===== src/rtl/transaction_ctrl_fsm.sv =====
// Purpose: transaction-layer control FSM (RESET/INIT/IDLE/ACTIVE/ERROR) with threshold hold and per-channel pause.
// Latency: idle/error/estado decode the state register directly; pause is registered one cycle behind almost-full.
// Backpressure: consumes none; pause is the backpressure this block drives towards the channel sources.
module transaction_ctrl_fsm #(
  parameter int N_CH       = 10,
  parameter int THR_W      = 3,
  parameter int DEF_THR_HI = 6,
  parameter int DEF_THR_LO = 2,
  parameter int IDLE_DLY   = 2
) (
  input  logic             clk,
  input  logic             reset,
  input  logic             init,
  input  logic [THR_W-1:0] umbral_alto,
  input  logic [THR_W-1:0] umbral_bajo,
  input  logic [N_CH-1:0]  fifo_empty,
  input  logic [N_CH-1:0]  fifo_almost_full,
  output logic             idle,
  output logic             error,
  output logic [2:0]       estado,
  output logic [THR_W-1:0] interno_alto,
  output logic [THR_W-1:0] interno_bajo,
  output logic [N_CH-1:0]  pause
);

  // Empty-run counter only has to reach IDLE_DLY, so it is sized to hold exactly that value.
  localparam int CW = (IDLE_DLY < 1) ? 1 : $clog2(IDLE_DLY + 1);
  localparam logic [CW-1:0]    DLY_V    = CW'(IDLE_DLY);
  localparam logic [THR_W-1:0] DEF_HI_V = THR_W'(DEF_THR_HI);
  localparam logic [THR_W-1:0] DEF_LO_V = THR_W'(DEF_THR_LO);

  typedef enum logic [2:0] {
    ST_RESET  = 3'd0,
    ST_INIT   = 3'd1,
    ST_IDLE   = 3'd2,
    ST_ACTIVE = 3'd3,
    ST_ERROR  = 3'd4
  } state_t;

  // Kept as a plain 3-bit vector so the unused codes 5-7 are representable and recoverable.
  logic [2:0]    state_q;
  state_t        state_nxt;
  logic [CW-1:0] cnt_q;
  logic [CW-1:0] cnt_inc;
  logic          all_empty;
  logic          thr_ok;
  logic          thr_load;

  assign all_empty = &fifo_empty;
  assign thr_ok    = (umbral_bajo < umbral_alto);
  // Saturating increment: once the run length hits IDLE_DLY it stays there.
  assign cnt_inc   = (cnt_q == DLY_V) ? cnt_q : cnt_q + CW'(1);

  // Next-state selection; init overrides every legal state except RESET.
  always_comb begin
    state_nxt = ST_RESET;
    thr_load  = 1'b0;
    case (state_q)
      ST_RESET: begin
        state_nxt = ST_INIT;
      end
      ST_INIT: begin
        if (init) begin
          state_nxt = ST_INIT;
        end else if (thr_ok) begin
          state_nxt = ST_IDLE;
          thr_load  = 1'b1;
        end else begin
          state_nxt = ST_ERROR;
        end
      end
      ST_IDLE: begin
        if (init) begin
          state_nxt = ST_INIT;
        end else if (all_empty) begin
          state_nxt = ST_IDLE;
        end else begin
          state_nxt = ST_ACTIVE;
        end
      end
      ST_ACTIVE: begin
        if (init) begin
          state_nxt = ST_INIT;
        end else if (all_empty && (cnt_inc == DLY_V)) begin
          state_nxt = ST_IDLE;
        end else begin
          state_nxt = ST_ACTIVE;
        end
      end
      ST_ERROR: begin
        if (init) begin
          state_nxt = ST_INIT;
        end else begin
          state_nxt = ST_ERROR;
        end
      end
      default: begin
        state_nxt = ST_RESET;
      end
    endcase
  end

  // State register; reset wins over everything.
  always_ff @(posedge clk) begin
    if (reset) begin
      state_q <= ST_RESET;
    end else begin
      state_q <= state_nxt;
    end
  end

  // Thresholds move only on reset or on a successful INIT exit.
  always_ff @(posedge clk) begin
    if (reset) begin
      interno_alto <= DEF_HI_V;
      interno_bajo <= DEF_LO_V;
    end else if (thr_load) begin
      interno_alto <= umbral_alto;
      interno_bajo <= umbral_bajo;
    end
  end

  // Empty-run counter counts consecutive all-empty cycles while ACTIVE, cleared elsewhere.
  always_ff @(posedge clk) begin
    if (reset) begin
      cnt_q <= '0;
    end else if ((state_q == ST_ACTIVE) && all_empty) begin
      cnt_q <= cnt_inc;
    end else begin
      cnt_q <= '0;
    end
  end

  // Pause follows almost-full one cycle later, only while the FSM is ACTIVE.
  always_ff @(posedge clk) begin
    if (reset) begin
      pause <= '0;
    end else if (state_q == ST_ACTIVE) begin
      pause <= fifo_almost_full;
    end else begin
      pause <= '0;
    end
  end

  // Status outputs are straight decodes of the state flops, hence glitch-free.
  assign estado = state_q;
  assign idle   = (state_q == ST_IDLE);
  assign error  = (state_q == ST_ERROR);

endmodule

===== config.mk =====
export PLATFORM = sky130hd
export DESIGN_NAME = transaction_ctrl_fsm
export DESIGN_NICKNAME = d
export VERILOG_FILES = /design/src/rtl/transaction_ctrl_fsm.sv
export SDC_FILE = /design/constraint.sdc
export NUM_CORES = 1
export LEC_CHECK = 0
export BUFFER_PORTS_ARGS = -buffer_cell sky130_fd_sc_hd__buf_2
export CAP_MARGIN = 10
export CORE_AREA = 2 2 49 51
export CTS_BUF_LIST = sky130_fd_sc_hd__clkbuf_16
export DETAILED_ROUTE_END_ITERATION = 6
export DIE_AREA = 0 0 51 53
export GPL_TIMING_DRIVEN = 0
export PLACE_DENSITY_LB_ADDON = 0.2
export SYNTH_ARGS = -nofsm -noshare
export SYNTH_HDL_FRONTEND = slang
export SYNTH_SLANG_ARGS = --single-unit
export TNS_END_PERCENT = 10

===== constraint.sdc =====
create_clock -name clk -period 1.6 [get_ports clk]
set_input_delay 0.32 -clock clk [delete_from_list [all_inputs] [get_ports clk]]
set_output_delay 0.32 -clock clk [all_outputs]
set_load 0.01 [all_outputs]

==> flow_summary.json, run 1 <==
{
  "finalWeightedCongestion": 0.709,
  "die_w_um": 51,
  "cts_hold_buf": 0,
  "drt-wirelength-per-cell_um": 9.90,
  "rr_endpoint": "interno_alto[0]$_SDFFE_PP0P_",
  "ant_nets": 0,
  "num_antenna_cells": 0,
  "hold_depth": 2,
  "dr.pass1.iters": 4,
  "cts_tree": "done",
  "cts_sinks": 21,
  "rsz0062_at_grt": "no",
  "hold_path.class": "in2reg",
  "min_period_over_period": 0.930,
  "ir_drop_uv": 533,
  "leakagePower_uw": 0.000610,
  "final_common_cell": "buf_2",
  "clk_pin_slew_worst_paths_ns": 0.05,
  "dp_hpwl_mm": 1.35,
  "antenna_found_initial": 0,
  "portBuffers": 48,
  "via_per_inst": 4.60,
  "fin_skew_ns": 0.000809,
  "clkLatencyLatePin_ns": 0.25,
  "critical_path.endpoint_type": "primary output",
  "switching_share": 0.208,
  "setup_violations": 0,
  "cts_resized": 0,
  "crit_fanout": 10,
  "slew_headroom": 0.673,
  "slew_viol_final": 0,
  "vias": 759,
  "cp.required_ns": 1.28,
  "met1_usage": 0.132,
  "core_um2": 2150,
  "p_comb_frac": 0.110,
  "syn_area_um2": 846,
  "seq_area_frac_synth": 0.497,
  "routed_wl_mm": 1.63,
  "synthDistinctLibCells": 27,
  "grt_max_degree": 13,
  "final_cell_mix": "buf_2, dfxtp_1, and2_1",
  "startpoint": "estado[2]$_SDFF_PP0_",
  "fin_crit_ns": 1.49,
  "yosysWarnings": 0,
  "p_per_area_nw_per_um2": 986,
  "post-cts-setup-buffers": 0,
  "grt.total_usage": 0.132,
  "io_pins": 50,
  "cts_buffers": 3,
  "final_util": 0.559,
  "switching_power_uw": 247,
  "start_kind": "flop",
  "arrival_ns": 1.17,
  "hold_path_end": "pause[1]$_SDFF_PP0_",
  "grt_use_met3": 0.0311,
  "path_class": "reg2out",
  "grt_use_met2": 0.238,
  "drt_iter0_markers": 3,
  "hold_violations": 0,
  "grt_pass1_wl_mm": 2.59,
  "die_h_um": 53,
  "start_util": 0.394,
  "clkPwrFrac": 0.430,
  "cts_max_level": 1,
  "synthCells": 85,
  "max_cap_viol_count": 0,
  "grt-ovfl-total": 0,
  "outcome": "complete, no violations",
  "grt_busiest_layer": "met2",
  "grt_pass1_vias": 690,
  "core.rowCount": 17,
  "areaGrowthSynthToFinish_pct": 42.0,
  "internal_power_uw": 938,
  "seqPwrFrac": 0.460,
  "die-area_um2": 2700,
  "fmax_ghz": 0.672,
  "drive_gt1_frac": 0.431,
  "r2r_cells": 4,
  "clock_path_buffers": 2,
  "route.detailed.drc": 0,
  "min-delay-start": "fifo_almost_full[1]",
  "postSynthAreaPerCell_um2": 9.95,
  "finalNetCount": 170,
  "r2r_setup_slack_ns": 0.23,
  "synth.net_count": 117,
  "timing.rr.start": "estado[1]$_SDFF_PP0_",
  "cts_root_buf": "clkbuf_16",
  "synth_seq_cells": 21,
  "worst_pin_slew_ns": 0.491,
  "p_total_uw": 1180
}
-- critical path, cell delays in order, from the launching register on --
cell     delay [ns]
dfxtp_1        0.35
buf_2          0.23
nor3b_1        0.19
buf_2          0.15
-- worst max-delay path by stage --
stage                                         to  slack, ns  cells after the start
floorplan           interno_alto[0]$_SDFFE_PP0P_       0.18                      6
global placement    interno_bajo[0]$_SDFFE_PP0P_     -0.008                      7
detailed placement  interno_alto[0]$_SDFFE_PP0P_      -0.07                      7
CTS                                        error       0.09                      3
global route                                idle       0.01                      3
finish                                     error       0.11                      3
-- power groups by stage --
stage          sequential (uW)  combinational, uW  clock [uW]
2_1_floorplan              563               66.0           0
3_3_place_gp               556                129           0
3_5_place_dp               557                132           0
4_1_cts                    545                132         525
5_1_grt                    547                147         548
6_report                   545                130         509
-- logic make-up after synthesis --
group	share of synthesized area
AO/OA/AOI/OAI	0.0917
adder cells (fa/ha/maj)	0.0444
buffers and inverters	0.0503
flip-flops	0.497
multiplexers	0.0355
AND/OR/NAND/NOR	0.281
-- layout make-up --
class	count	area, um2
Buffer	4	20.0
Fill cell	202	947
Tap cell	28	35.0
Multi-Input combinational cell	54	383
Timing Repair Buffer	48	240
Clock inverter	1	5.00
Clock buffer	3	75.1
Sequential cell	21	420
Inverter	6	22.5
-- through the flow --
stage | worst slack (ns) | hold slack (ns) | cell area (um2) | setup TNS [ns] | std cells
2_1_floorplan | 0.182 | 0.397 | 846 | 0 | 85
3_3_place_gp | -0.00809 | 0.460 | 1120 | -0.0156 | 161
3_5_place_dp | -0.0730 | 0.466 | 1120 | -0.251 | 161
4_1_cts | 0.0937 | 0.263 | 1200 | 0 | 165
5_1_grt | 0.0112 | 0.268 | 1200 | 0 | 165
6_report | 0.112 | 0.269 | 1200 | 0 | 165
-- layer usage --
layer | share of wire | vias up | wire (um)
met5 | 0 | - | 0
met4 | 0.012 | 0 | 19
met3 | 0.088 | 2 | 143
met2 | 0.51 | 32 | 840
met1 | 0.39 | 330 | 629
li1 | - | 395 | -
-- cells in the mapped netlist (all sizes together) --
cell,n,share of area
o21ai,2,0.012
nand2,4,0.018
a21oi,5,0.030
inv,6,0.027
buf,2,0.015
and2,10,0.074
nor4b,4,0.074
ha,3,0.044
nor2,4,0.018
nor3,5,0.030
o21a,1,0.0089
nor2b,1,0.0074
nand4,2,0.015
dfxtp,21,0.50
clkbuf,2,0.0089
and3,2,0.015
a211oi,1,0.0089
nor3b,1,0.0089
nand2b,2,0.015
nor4,1,0.0074
o211ai,3,0.033
mux2i,3,0.036
-- flip-flops by register name, summed over array words and instances (netlist names) --
signal        flops
interno_bajo      3
interno_alto      3
cnt_q             2
estado            3
pause            10
Note: power is estimated with default switching activity, not from simulation.
==> inputs of run 2 (changes only) <==
--- a/config.mk
+++ b/config.mk
@@ -11,8 +11,10 @@
 export CTS_BUF_LIST = sky130_fd_sc_hd__clkbuf_16
 export DETAILED_ROUTE_END_ITERATION = 6
 export DIE_AREA = 0 0 51 53
+export GPL_ROUTABILITY_DRIVEN = 0
 export GPL_TIMING_DRIVEN = 0
 export PLACE_DENSITY_LB_ADDON = 0.2
+export SETUP_SLACK_MARGIN = 0.4
 export SYNTH_ARGS = -nofsm -noshare
 export SYNTH_HDL_FRONTEND = slang
 export SYNTH_SLANG_ARGS = --single-unit
==> run 2 against run 1 <==
Against the previous run:
- via count grew 8.7%
- setup slack gained 0.17 ns
- routed wire length is 18% higher
- critical path type unchanged
- critical endpoint is now idle
- largest cell class is now multi-input combinational cells
- largest power group unchanged
- highest routed layer unchanged
==> flow_summary.json, run 2 (synthesized netlist as in run 1, its figures left out) <==
{
  "ir_drop_uv": 506,
  "drt-wirelength-per-cell_um": 11.1,
  "grt_max_degree": 13,
  "via_per_inst": 4.77,
  "slowest_delay_ns": 0.40,
  "cp_num_buf_inv": 2,
  "drt_iter0_markers": 4,
  "dr.max_layer_used": "met4",
  "critPathTopFamily": "flip-flops",
  "antenna_found_initial": 0,
  "worst_pin_slew_ns": 0.514,
  "setup_violations": 0,
  "final_common_cell": "buf_2",
  "fin_crit_ns": 1.32,
  "grt.total_usage": 0.160,
  "finalNetCount": 178,
  "clk_pin_slew_worst_paths_ns": 0.06,
  "internal_power_uw": 972,
  "critical_path.slowest_cell": "dfxtp_4",
  "cts_max_level": 1,
  "cts_tree": "done",
  "critical_path.endpoint_type": "primary output",
  "layoutNonFillerInstCount": 173,
  "crit_fanout": 5,
  "portBuffers": 48,
  "rsz0062_at_grt": "yes",
  "n_fill_cell": 194,
  "clkLatencyLatePin_ns": 0.25,
  "path_class": "reg2out",
  "regMostFlops": "pause",
  "core.rowCount": 17,
  "switching_power_uw": 276,
  "cp.required_ns": 1.28,
  "p_per_area_nw_per_um2": 907,
  "die_h_um": 53,
  "arrival_ns": 1.00,
  "start_kind": "flop",
  "p_comb_frac": 0.151,
  "clock_path_buffers": 2,
  "die-area_um2": 2700,
  "switching_share": 0.221,
  "hold_path.class": "in2reg",
  "crit_path_cell_trace": "inv_4, nor3_2, buf_2",
  "hold_violations": 0,
  "leakagePower_uw": 0.000677,
  "slew_headroom": 0.658,
  "start_util": 0.394,
  "wl_met3_um": 126,
  "placed_cells": 161,
  "whs_ns": 0.269,
  "max_cap_viol_count": 0,
  "min_period_over_period": 0.827,
  "areaGrowthSynthToFinish_pct": 62.6,
  "cts_root_buf": "clkbuf_16",
  "cts_buffers": 3,
  "core_um2": 2150,
  "p_total_uw": 1250,
  "seqPwrFrac": 0.438,
  "drive_gt1_frac": 0.559,
  "grt_pass1_vias": 789,
  "largest_reg_flops": 10,
  "io_pins": 50,
  "grt_pass1_wl_mm": 3.20,
  "wl_met1_um": 763,
  "fmax_ghz": 0.756,
  "slew_viol_final": 0,
  "num_antenna_cells": 0,
  "place_area_um2": 1180,
  "ant_nets": 0,
  "wl_met2_um": 989,
  "grt-ovfl-total": 0,
  "vias": 825,
  "outcome": "complete, no violations",
  "clkPwrFrac": 0.411,
  "route.detailed.drc": 0,
  "dr.pass1.iters": 3,
  "cts_sinks": 21,
  "die_w_um": 51,
  "routed_wl_mm": 1.92,
  "final_cell_mix": "buf_2, dfxtp_1, and2_1",
  "fin_skew_ns": 0.00427,
  "design_area_um2": 1380,
  "dp_hpwl_mm": 1.42
}
## run 2: metal layers
metal / vias up / track usage
met2: 34 / 0.294
met3: 5 / 0.0254
met4: 0 / 0.0946
met1: 373 / 0.173
li1: 413 / -
met5: - / 0
## run 2: metrics by stage
| stage | worst slack, ns | TNS (ns) | utilization |
|---|---|---|---|
| after floorplan | 0.280 | 0 | - |
| after global placement | 0.0160 | 0 | 0.549 |
| after detailed placement | -0.00481 | -0.0114 | 0.549 |
| after CTS | 0.279 | 0 | 0.634 |
| after global routing | 0.192 | 0 | 0.640 |
| final | 0.277 | 0 | 0.640 |
## run 2: path summary, 6_finish.rpt
| path | from | endpoint | slack (ns) | cells past startpoint |
|---|---|---|---|---|
| max | estado[1]$_SDFF_PP0_ | idle | 0.28 | 3 |
| min | fifo_almost_full[5] | pause[5]$_SDFF_PP0_ | 0.27 | 2 |
| max reg2reg | cnt_q[0]$_SDFF_PP0_ | estado[0]$_SDFF_PP0_ | 0.30 | 5 |
| min reg2reg | interno_alto[2]$_SDFFE_PP1P_ | interno_alto[2]$_SDFFE_PP1P_ | 0.48 | 2 |
## run 2: layout make-up
type                            instances  area (um2)  area share
Buffer                                  4        36.3      0.0264
Clock buffer                            3        75.1      0.0546
Clock inverter                          1        5.00     0.00364
Inverter                                6        37.5      0.0273
Multi-Input combinational cell         54         457       0.332
Sequential cell                        21         427       0.310
Tap cell                               28        35.0      0.0255
Timing Repair Buffer                   56         303       0.220
## run 2: worst reg2reg max path: cells and delay by family, from the launching register on
family	cells	cell delay [ns]
AND/OR/NAND/NOR	2	0.33
flip-flops	1	0.30
adder cells (fa/ha/maj)	1	0.30
AO/OA/AOI/OAI	1	0.23
buffers and inverters	1	0.04
## run 2: timing repair
action,4_1_cts,5_1_grt
setup endpoints to repair,21,22
pin swaps,2,2
hold endpoints to repair,0,0
buffers inserted,8,0
gates resized for setup,13,4
gates cloned,0,0
hold buffers,0,0
## run 2: power by group through the flow
| stage | Sequential (uW) | Clock, uW | Combinational [uW] |
|---|---|---|---|
| floorplan | 563 | 0 | 84.9 |
| global placement | 556 | 0 | 152 |
| detailed placement | 557 | 0 | 158 |
| CTS | 545 | 524 | 185 |
| global route | 547 | 552 | 207 |
| finish | 546 | 513 | 189 |
==> inputs of run 3 (changes only) <==
--- a/config.mk
+++ b/config.mk
@@ -7,10 +7,10 @@
 export LEC_CHECK = 0
 export BUFFER_PORTS_ARGS = -buffer_cell sky130_fd_sc_hd__buf_2
 export CAP_MARGIN = 10
-export CORE_AREA = 2 2 49 51
+export CORE_AREA = 2 2 51 53
 export CTS_BUF_LIST = sky130_fd_sc_hd__clkbuf_16
 export DETAILED_ROUTE_END_ITERATION = 6
-export DIE_AREA = 0 0 51 53
+export DIE_AREA = 0 0 53 55
 export GPL_ROUTABILITY_DRIVEN = 0
 export GPL_TIMING_DRIVEN = 0
 export PLACE_DENSITY_LB_ADDON = 0.2
==> constraint.sdc (replaced) <==
create_clock -name clk -period 1.1 [get_ports clk]
set_input_delay 0.22 -clock clk [delete_from_list [all_inputs] [get_ports clk]]
set_output_delay 0.22 -clock clk [all_outputs]
set_load 0.01 [all_outputs]
==> run 3 against run 2 <==
Against the previous run:
- the flow now finishes with violations (negative setup slack)
- via count down 3.9%
- largest cell class unchanged
- register-to-register slack worse by 0.46 ns
- cell area down 0.18%
==> flow_summary.json, run 3 (synthesized netlist as in run 1, its figures left out) <==
{
  "hold_path.class": "in2reg",
  "final_common_cell": "buf_2",
  "tns_ns": -2.72,
  "start_util": 0.358,
  "cts_sinks": 21,
  "final_cell_mix": "buf_2, dfxtp_1, and2_1",
  "dr.pass1.iters": 2,
  "vias": 793,
  "outcome": "complete, but fails checks",
  "rsz0062_at_grt": "yes",
  "arrival_ns": 1.06,
  "layoutNonFillerInstCount": 171,
  "drive_gt1_frac": 0.532,
  "final_util": 0.580,
  "drt-wirelength-per-cell_um": 11.2,
  "cts_max_level": 1,
  "areaGrowthSynthToFinish_pct": 62.3,
  "placed_cells": 163,
  "cts_hold_buf": 0,
  "slew_viol_final": 0,
  "cp.required_ns": 0.88,
  "die_h_um": 55,
  "grt.total_usage": 0.138,
  "io_pins": 50,
  "worst_pin_slew_ns": 0.535,
  "fin_crit_ns": 1.28,
  "die-area_um2": 2920,
  "violations": "negative setup slack",
  "ant_nets": 0,
  "cts_buffers": 3,
  "clock_path_buffers": 2,
  "core_um2": 2360,
  "via_per_inst": 4.64,
  "portBuffers": 48,
  "design_area_um2": 1370,
  "hold_violations": 0,
  "cts_tree": "done",
  "finalNetCount": 174,
  "fmax_ghz": 0.782,
  "antenna_found_initial": 0,
  "route.detailed.drc": 0,
  "grt_pass1_vias": 677,
  "core.rowCount": 18,
  "grt-ovfl-total": 0,
  "max_cap_viol_count": 0,
  "regMostFlops": "pause",
  "path_class": "reg2out",
  "slew_headroom": 0.644,
  "min_period_over_period": 1.16,
  "p_per_area_nw_per_um2": 1330,
  "setup_violations": 22,
  "largest_reg_flops": 10,
  "start_kind": "flop",
  "r2r_setup_slack_ns": -0.16,
  "grt_max_degree": 13,
  "place_ws_ns": -0.434,
  "drt_iter0_markers": 4,
  "dp_hpwl_mm": 1.39,
  "fin_skew_ns": 0.00238,
  "num_antenna_cells": 0,
  "routed_wl_mm": 1.91,
  "clkLatencyLatePin_ns": 0.25,
  "place_area_um2": 1190,
  "crit_fanout": 10,
  "grt_pass1_wl_mm": 2.83,
  "cts_root_buf": "clkbuf_16",
  "clk_pin_slew_worst_paths_ns": 0.06,
  "worst_slack_ns": -0.179,
  "ir_drop_uv": 875,
  "critical_path.endpoint_type": "primary output",
  "die_w_um": 53,
  "leakagePower_uw": 0.000661
}
run 3: path summary, 6_finish.rpt:
kind / startpoint / to / cells past startpoint
worst max-delay path: estado[0]$_SDFF_PP0_ / idle / 3
worst min-delay path: fifo_almost_full[1] / pause[1]$_SDFF_PP0_ / 2
worst max register to register: estado[2]$_SDFF_PP0_ / interno_alto[1]$_SDFFE_PP1P_ / 5
worst min register to register: interno_alto[1]$_SDFFE_PP1P_ / interno_alto[1]$_SDFFE_PP1P_ / 2
run 3: power breakdown:
part           total (uW)  internal (uW)  switching, uW
clock network         754            487            266
logic                 271            143            128
registers             796            779           17.1
run 3: worst max-delay path: stages (launching register included):
cell	delay (ns)
dfxtp_2	0.34
clkbuf_8	0.16
nor3_2	0.15
buf_2	0.15
run 3: routing by layer:
metal | global-route usage | part of all wire | vias to the layer above
li1 | - | - | 410
met5 | 0 | 0 | -
met1 | 0.155 | 0.43 | 344
met4 | 0.0769 | 0.020 | 0
met2 | 0.240 | 0.47 | 35
met3 | 0.0349 | 0.076 | 4
run 3: timing repair:
item / 4_1_cts / 5_1_grt
gates cloned: 1 / 1
pin swaps: 13 / 2
buffers inserted: 1 / 1
setup endpoints to repair: 42 / 42
resized for setup: 12 / 4
run 3: through the flow:
| step | hold WS [ns] | power (uW) |
|---|---|---|
| 3_3_place_gp | 0.419 | 1040 |
| 3_5_place_dp | 0.425 | 1040 |
| 6_report | 0.165 | 1820 |
| 2_1_floorplan | 0.291 | 947 |
| 4_1_cts | 0.165 | 1820 |
| 5_1_grt | 0.171 | 1900 |
run 3: cell type report:
class                           count  area [um2]
Fill cell                         223         992
Timing Repair Buffer               51         282
Clock inverter                      1        5.00
Clock buffer                        3        75.1
Tap cell                           30        37.5
Multi-Input combinational cell     55         467
Inverter                            6        37.5
Sequential cell                    21         429
Buffer                              4        40.0
